$ cat config.mk
export PLATFORM = sky130hd
export DESIGN_NAME = oam_dma_flat
export DESIGN_NICKNAME = d
export VERILOG_FILES = /design/src/rtl/oam_dma_if.sv /design/src/rtl/oam_dma.sv /design/src/flat_wrapper.sv
export SDC_FILE = /design/constraint.sdc
export NUM_CORES = 1
export LEC_CHECK = 0
export CAP_MARGIN = 20
export CORE_MARGIN = 4
export CORE_UTILIZATION = 30
export CTS_BUF_LIST = sky130_fd_sc_hd__clkbuf_4
export DETAILED_ROUTE_END_ITERATION = 8
export GPL_TIMING_DRIVEN = 0
export PLACE_DENSITY_LB_ADDON = 0.1
export SLEW_MARGIN = 5
export SYNTH_ARGS = -nofsm -noshare
export SYNTH_HDL_FRONTEND = slang
export SYNTH_SLANG_ARGS = --single-unit
$ cat constraint.sdc
create_clock -name i_clk -period 1.8 [get_ports i_clk]
set_clock_uncertainty 0.2 [all_clocks]
set_input_delay 0.45 -clock i_clk [delete_from_list [all_inputs] [get_ports i_clk]]
set_output_delay 0.45 -clock i_clk [all_outputs]
set_load 0.02 [all_outputs]
$ cat src/rtl/oam_dma_if.sv
// CPU snoop / system bus / PPU port bundle for the OAM DMA engine.
// slave is the DMA side, master is the surrounding system (or bench).
interface oam_dma_if;
  logic [15:0] i_cpu_address;
  logic [7:0]  i_cpu_data;
  logic        i_cpu_rw;
  logic [7:0]  i_data;
  logic        o_cpu_rdy;
  logic        o_bus_master;
  logic [15:0] o_address;
  logic        o_rw;
  logic [7:0]  o_data;
  logic        o_ppu_cs_n;
  logic [2:0]  o_ppu_rs;
  logic        o_ppu_rw;
  logic [7:0]  o_ppu_data;
  logic        o_busy;

  modport slave (
    input  i_cpu_address, i_cpu_data, i_cpu_rw, i_data,
    output o_cpu_rdy, o_bus_master, o_address, o_rw, o_data,
           o_ppu_cs_n, o_ppu_rs, o_ppu_rw, o_ppu_data, o_busy
  );

  modport master (
    output i_cpu_address, i_cpu_data, i_cpu_rw, i_data,
    input  o_cpu_rdy, o_bus_master, o_address, o_rw, o_data,
           o_ppu_cs_n, o_ppu_rs, o_ppu_rw, o_ppu_data, o_busy
  );
endinterface

$ cat src/rtl/oam_dma.sv
// OAM DMA: a CPU write to $4014 halts the CPU and copies one 256-byte page
// into the PPU OAMDATA register, one read/write pair per byte.
//
// state   | meaning
// --------+-------------------------------------------------------------
// S_IDLE  | CPU owns the bus, waiting for a $4014 write
// S_HALT  | CPU halted, one cycle to let it release the bus
// S_ALIGN | dummy cycle so every READ falls on an even (odd_q==0) cycle
// S_READ  | drive {page,index} and capture the returned byte
// S_WRITE | write the captured byte to $2004 (PPU OAMDATA)
module oam_dma (
  input  logic     i_clk,
  input  logic     i_reset,
  oam_dma_if.slave bus
);

  typedef enum logic [2:0] {
    S_IDLE,
    S_HALT,
    S_ALIGN,
    S_READ,
    S_WRITE
  } state_t;

  state_t     state_q, state_d;
  logic [7:0] page_q, page_d;
  logic [7:0] index_q, index_d;
  logic [7:0] byte_q, byte_d;
  logic       odd_q;
  logic       trigger;

  assign trigger = (bus.i_cpu_address == 16'h4014) && !bus.i_cpu_rw;

  always_ff @(posedge i_clk) begin
    if (i_reset) begin
      state_q <= S_IDLE;
      page_q  <= 8'h00;
      index_q <= 8'h00;
      byte_q  <= 8'h00;
      odd_q   <= 1'b0;
    end else begin
      state_q <= state_d;
      page_q  <= page_d;
      index_q <= index_d;
      byte_q  <= byte_d;
      odd_q   <= ~odd_q;
    end
  end

  always_comb begin
    state_d          = state_q;
    page_d           = page_q;
    index_d          = index_q;
    byte_d           = byte_q;
    bus.o_cpu_rdy    = 1'b0;
    bus.o_bus_master = 1'b0;
    bus.o_address    = 16'h0000;
    bus.o_rw         = 1'b1;
    bus.o_data       = 8'h00;
    bus.o_ppu_cs_n   = 1'b1;
    bus.o_ppu_rs     = 3'd0;
    bus.o_ppu_rw     = 1'b1;
    bus.o_ppu_data   = 8'h00;
    bus.o_busy       = 1'b1;

    case (state_q)
      S_IDLE: begin
        bus.o_cpu_rdy = 1'b1;
        bus.o_busy    = 1'b0;
        if (trigger) begin
          page_d  = bus.i_cpu_data;
          index_d = 8'h00;
          state_d = S_HALT;
        end
      end
      S_HALT: begin
        state_d = odd_q ? S_READ : S_ALIGN;
      end
      S_ALIGN: begin
        state_d = S_READ;
      end
      S_READ: begin
        bus.o_bus_master = 1'b1;
        bus.o_address    = {page_q, index_q};
        byte_d           = bus.i_data;
        state_d          = S_WRITE;
      end
      S_WRITE: begin
        bus.o_bus_master = 1'b1;
        bus.o_address    = 16'h2004;
        bus.o_rw         = 1'b0;
        bus.o_data       = byte_q;
        bus.o_ppu_cs_n   = 1'b0;
        bus.o_ppu_rs     = 3'd4;
        bus.o_ppu_rw     = 1'b0;
        bus.o_ppu_data   = byte_q;
        // index wraps inside the page; the page register is never touched
        index_d          = index_q + 8'd1;
        state_d          = (index_q == 8'hFF) ? S_IDLE : S_READ;
      end
      default: begin
        state_d = S_IDLE;
      end
    endcase
  end

endmodule

$ cat src/flat_wrapper.sv
// flat-port wrapper written by rule: the top's interface ports become plain ports
module oam_dma_flat 
  (i_clk, i_reset, bus_i_cpu_address, bus_i_cpu_data, bus_i_cpu_rw, bus_i_data, bus_o_cpu_rdy, bus_o_bus_master, bus_o_address, bus_o_rw, bus_o_data, bus_o_ppu_cs_n, bus_o_ppu_rs, bus_o_ppu_rw, bus_o_ppu_data, bus_o_busy);
  oam_dma_if bus_i ();
  input  logic i_clk;
  input  logic i_reset;
  input wire logic [$bits(bus_i.i_cpu_address)-1:0] bus_i_cpu_address;
  input wire logic [$bits(bus_i.i_cpu_data)-1:0] bus_i_cpu_data;
  input wire logic [$bits(bus_i.i_cpu_rw)-1:0] bus_i_cpu_rw;
  input wire logic [$bits(bus_i.i_data)-1:0] bus_i_data;
  output wire logic [$bits(bus_i.o_cpu_rdy)-1:0] bus_o_cpu_rdy;
  output wire logic [$bits(bus_i.o_bus_master)-1:0] bus_o_bus_master;
  output wire logic [$bits(bus_i.o_address)-1:0] bus_o_address;
  output wire logic [$bits(bus_i.o_rw)-1:0] bus_o_rw;
  output wire logic [$bits(bus_i.o_data)-1:0] bus_o_data;
  output wire logic [$bits(bus_i.o_ppu_cs_n)-1:0] bus_o_ppu_cs_n;
  output wire logic [$bits(bus_i.o_ppu_rs)-1:0] bus_o_ppu_rs;
  output wire logic [$bits(bus_i.o_ppu_rw)-1:0] bus_o_ppu_rw;
  output wire logic [$bits(bus_i.o_ppu_data)-1:0] bus_o_ppu_data;
  output wire logic [$bits(bus_i.o_busy)-1:0] bus_o_busy;
  assign bus_i.i_cpu_address = bus_i_cpu_address;
  assign bus_i.i_cpu_data = bus_i_cpu_data;
  assign bus_i.i_cpu_rw = bus_i_cpu_rw;
  assign bus_i.i_data = bus_i_data;
  assign bus_o_cpu_rdy = bus_i.o_cpu_rdy;
  assign bus_o_bus_master = bus_i.o_bus_master;
  assign bus_o_address = bus_i.o_address;
  assign bus_o_rw = bus_i.o_rw;
  assign bus_o_data = bus_i.o_data;
  assign bus_o_ppu_cs_n = bus_i.o_ppu_cs_n;
  assign bus_o_ppu_rs = bus_i.o_ppu_rs;
  assign bus_o_ppu_rw = bus_i.o_ppu_rw;
  assign bus_o_ppu_data = bus_i.o_ppu_data;
  assign bus_o_busy = bus_i.o_busy;
  oam_dma u_core (.i_clk(i_clk), .i_reset(i_reset), .bus(bus_i));
endmodule
# Yosys cells after proc, flatten, opt, wreduce, memory -nomap -nowiden
# Cells that the tools add are included.
op_classes:
  add_sub_neg: 1
  n_mux: 13
  reduce_logical: 7
  n_eq_ne: 7
  n_bitwise: 1
op_table:
  columns: ["op", "n"]
  rows:
  - ["16-bit one-hot mux with 2 select lines", 1]
  - ["16-bit by 15-bit == test with 1-bit output (second input constant)", 1]
  - ["8-bit 2-to-1 mux", 2]
  - ["8-bit one-hot mux with 2 select lines", 1]
  - ["3-bit one-hot mux with 5 select lines", 1]
  - ["8-bit by 1-bit adder with 8-bit output (second input constant)", 1]
  - ["8-bit == test (second input constant)", 1]
  - ["3-bit by 2-bit == test with 1-bit output (second input constant)", 2]
  - ["3-bit 2-to-1 mux", 2]
  - ["1-bit 2-to-1 mux", 5]
  - ["2-bit AND reduction", 2]
  - ["3-bit by 1-bit == test with 1-bit output (second input constant)", 1]
  - ["3-bit == test (second input constant)", 1]
  - ["3-bit logical NOT", 1]
  - ["2-bit 2-to-1 mux", 1]
  - ["2-bit by 1-bit inequality test with 1-bit output (second input constant)", 1]
  - ["2-bit nonzero test", 1]
  - ["2-bit OR reduction", 1]
  - ["1-bit logical AND", 1]
  - ["1-bit logical NOT", 1]
  - ["1-bit NOT", 1]
totals:
  reg_bits: 28
  in_bits: 35
  word_cells: 34
  output_inout_bits: 41

# Depth between registers and ports, before layout
logic_depth:
  depth_word: 4
  depth_mapped: 6
  depth_no_buf: 5

# Least setup slack after synthesis
# No wires, ideal clock.
synth_path:
  kind: "register -> output"
  from: "register u_core.state_q[2]"
  to: "output port bus_o_ppu_data[0]"
  path_slack_ns: -0.378
  arrival_ns: 1.528
  required_ns: 1.150
  stages_incl_launch_ff: 5
  path_buffers: 2
  path_cell_list: "dfxtp_1 > nor3b_4 > clkbuf_1 > and2_1 > buf_4"
synth_between:
  elab_chain_cells: 2
synth_rtl:
  columns: ["element", "line_no", "source"]
  rows:
  - ["start: declaration", "oam_dma.sv:25", "state_t state_q, state_d;"]
  - ["start signal: assignment", "oam_dma.sv:42", "state_q <= state_d;"]
  - ["3-bit == test", null, null]
  - ["8-bit 2-to-1 mux", null, null]
  - ["end: declaration", "flat_wrapper.sv:19", "output wire logic [$bits(bus_i.o_ppu_data)-1:0] bus_o_ppu_data;"]
# Every way passes these cells.

# Worst setup path in the final report
layout_path:
  from: "register u_core.state_q[1]"
  to: "output port bus_o_rw"
layout_between:
  elab_chain_cells: 2
layout_rtl:
  columns: ["element", "line_no", "source"]
  rows:
  - ["3-bit == test", "oam_dma.sv:66", "case (state_q)"]
  - ["1-bit 2-to-1 mux", "oam_dma.sv:66", null]
  - ["end: declaration", "flat_wrapper.sv:14", "output wire logic [$bits(bus_i.o_rw)-1:0] bus_o_rw;"]
# Every way passes these cells.

==> impl_metrics.csv <==
group,metric,value,unit
run_status,status,"finished, violations left",
run_status,violations,"negative setup slack",
synth,netlist_instances,187,
global_route,grt_pass1_wl,7617,um
floorplanning,die_height,77.59,um
worst_setup_path,reg2reg_depth,10,
drt,met3_length,369,um
power,leakage,1.334,nW
job,cap_violations,0,
sta,final.period_utilization,121.4,%
sta,worst_slack,-385.8,ps
drt,wl_met2,2421,um
floorplanning,start_util,30.96,%
global_route,grt_pass1_vias,1667,
synth,synth_top_area_cell,"dfxtp_1",
drt,drcViolationCount,0,
cells_and_area,final_cell_mix,"buf_6, clkdlybuf4s50_1, buf_4, nand2_1, dfxtp_1",
sta,rsz0062_at_grt,"yes",
synth,ys.flop_type,"dfxtp_1",
drt,drt_wl_total,4861,um
floorplanning,num_rows,25,
drt,drt-met1-wl,2014,um
sta,period_minus_slack,2186,ps
placement,place_ws,-721.6,ps
global_route,overflow,0,
synth,synth_cell_types,32,
drt,viasPerCell,4.762,
global_route,grt.total_usage,15.43,%
clock_tree,cts_made_buffers,3,
cells_and_area,drive_gt1_share,51.17,%
drt,vias,1681,
clock_tree,root_buffer,"clkbuf_4",
worst_hold_path,hold_class,"reg2reg",
global_route,grt_max_degree,17,
global_route,grt_antenna_before_repair,0,
worst_setup_path,criticalPathCategory,"reg2out",
worst_setup_path,end_kind,"output port",
synth,synth_seq_area_share,38.59,%
synth,ys_warn_count,0,
cells_and_area,n_fill_cell,411,
cells_and_area,layout_commonest_cell,"buf_6",
clock_tree,cts_hold_buf,0,
synth,synth_area,1453,sq um
placement,io_buffer_count,73,
sta,setup_viol,43,
cells_and_area,multi_input_area,929.6,sq um
synth,synth_top_area_share,38.59,%
worst_setup_path,reg2reg_setup_slack,-200,ps
worst_setup_path,r2r-end,"u_core.index_q[5]",
clock_tree,cts_htree_levels,1,
worst_hold_path,worstHoldEndpoint,"u_core.odd_q",
sta,hold_violations,0,
synth,synth.ff_latch_count,28,
cells_and_area,fin_nets,336,
worst_setup_path,timing.rr.start,"u_core.state_q[1]",
worst_hold_path,min_from,"u_core.odd_q",
placement,hpwlAfterDp,3043,um
drt,postRouteAntennaNets,0,
synth,synth_area_per_cell,7.768,sq um
drt,highest_layer,"met4",
clock_tree,clkSinkCount,28,
drt,wire_per_inst,13.77,um
floorplanning,coreArea,4692,sq um
cells_and_area,diodes,0,
worst_setup_path,required,1150,ps
synth,async_flop_share,0,%
sta,max_freq,457.5,MHz
clock_tree,max-clock-path-buffers,2,
sta,timing.hold.ws,227.8,ps
clock_tree,cts_tree,"done",
sta,maxSlewViolCount,0,
worst_setup_path,worst_ep_arrival_time,1540,ps
clock_tree,clk_latency,340,ps
synth,synth.area.top_cells,"dfxtp_1, and2_1, nand2_1, a21oi_1, buf_4",
power,power.density,510.0,nW/um^2
worst_setup_path,cp_max_fo,6,
floorplanning,die_area,6019,sq um
synth,synth_edf_count,0,
cells_and_area,area_delta_synth_final,108.3,%
clock_tree,clk_pin_slew,160,ps
power,ir_drop,0.0003890,V
cells_and_area,seqCellArea,571.8,sq um
drt,drt_iter0_markers,63,
floorplanning,ios,76,
worst_setup_path,startpoint_type,"flip-flop",
worst_hold_path,hold_depth,1,
floorplanning,die_w,77.59,um
placement,place_congestion,0.7263,
drt,first_pass_iters,4,
==> per-layer routing <==
layer,vias up,GRT usage (%)
li1,848,-
met1,769,18.42
met2,58,26.28
met3,6,4.408
met4,0,5.338
met5,-,0
==> Yosys cell counts (2+ instances only) <==
| cell type | instances |
|---|---|
| xnor2_1 | 2 |
| nand3_1 | 2 |
| and2_1 | 23 |
| nor2_1 | 6 |
| nor3_1 | 7 |
| and3_1 | 2 |
| clkbuf_1 | 12 |
| dfxtp_1 | 28 |
| nand2_1 | 28 |
| nand4_1 | 11 |
| xor2_1 | 4 |
| o21ai_0 | 10 |
| a21oi_1 | 19 |
| buf_4 | 12 |
| nand2b_1 | 2 |
| o211ai_1 | 3 |
==> layout make-up <==
| type | count | area share, % |
|---|---|---|
| multi-input combinational | 133 | 30.73 |
| sequential | 28 | 18.90 |
| tap | 54 | 2.233 |
| clock inverter | 1 | 0.9926 |
| inverter | 2 | 0.3309 |
| buffer | 22 | 8.023 |
| clock buffer | 3 | 0.7444 |
| timing repair buffer | 110 | 38.05 |
==> registers in the layout, indices dropped and copies added (netlist names) <==
name and cells:
u_core.odd_q 1, u_core.index_q 8, u_core.page_q 8, u_core.byte_q 8, u_core.state_q 3
==> how the worst max path moves through the flow <==
stage	from	end	depth (start not counted)
final	u_core.state_q[1]	bus_o_rw	6
after global routing	u_core.state_q[1]	bus_o_ppu_data[6]	5
after global placement	u_core.state_q[0]	bus_o_address[15]	5
after detailed placement	u_core.state_q[0]	bus_o_address[1]	5
after CTS	u_core.state_q[0]	bus_o_ppu_data[5]	5
after floorplan	u_core.state_q[1]	bus_o_ppu_data[0]	4
==> critical path: stages, from the launching register on <==
cell and delay (ps):
dfxtp_4 390, nor3b_4 270, buf_6 150, inv_4 30, buf_8 120, buf_6 110
buf_6 120
==> report_power, final <==
| group | switching, mW | total, mW | internal [mW] |
|---|---|---|---|
| Combinational | 0.189 | 0.456 | 0.267 |
| Sequential | 0.0168 | 0.654 | 0.637 |
| Clock | 0.207 | 0.433 | 0.225 |
| Total | 0.413 | 1.54 | 1.13 |
==> per-stage QoR <==
stage	instances	TNS, ps	area [sq um]	total power, mW	util, %
2_1_floorplan	188	-160.9	1520	0.7844	-
6_report	353	-13250	3025	1.543	64.48
4_1_cts	346	-13500	2769	1.535	59.01
3_5_place_dp	315	-36520	2318	0.9307	49.41
3_3_place_gp	315	-35900	2318	0.9277	49.41
5_1_grt	353	-16200	3025	1.601	64.48
==> logic make-up after synthesis <==
family | after synthesis | synth area share (%)
adder cells (fa/ha/maj) | 1 | 0.8612
AO/OA/AOI/OAI | 34 | 12.66
XOR/XNOR | 6 | 3.618
buffers and inverters | 27 | 10.16
flip-flops | 28 | 38.59
other | 1 | 0.2582
AND/OR/NAND/NOR | 90 | 33.85
==> what timing repair did <==
item / CTS / global route
setup buffers: 28 / 8
pin swaps: 12 / 19
endpoints found under the setup margin: 59 / 56
cloned: 4 / 1
gates resized for setup: 269 / 64
Power figures use the tool's default switching activity.
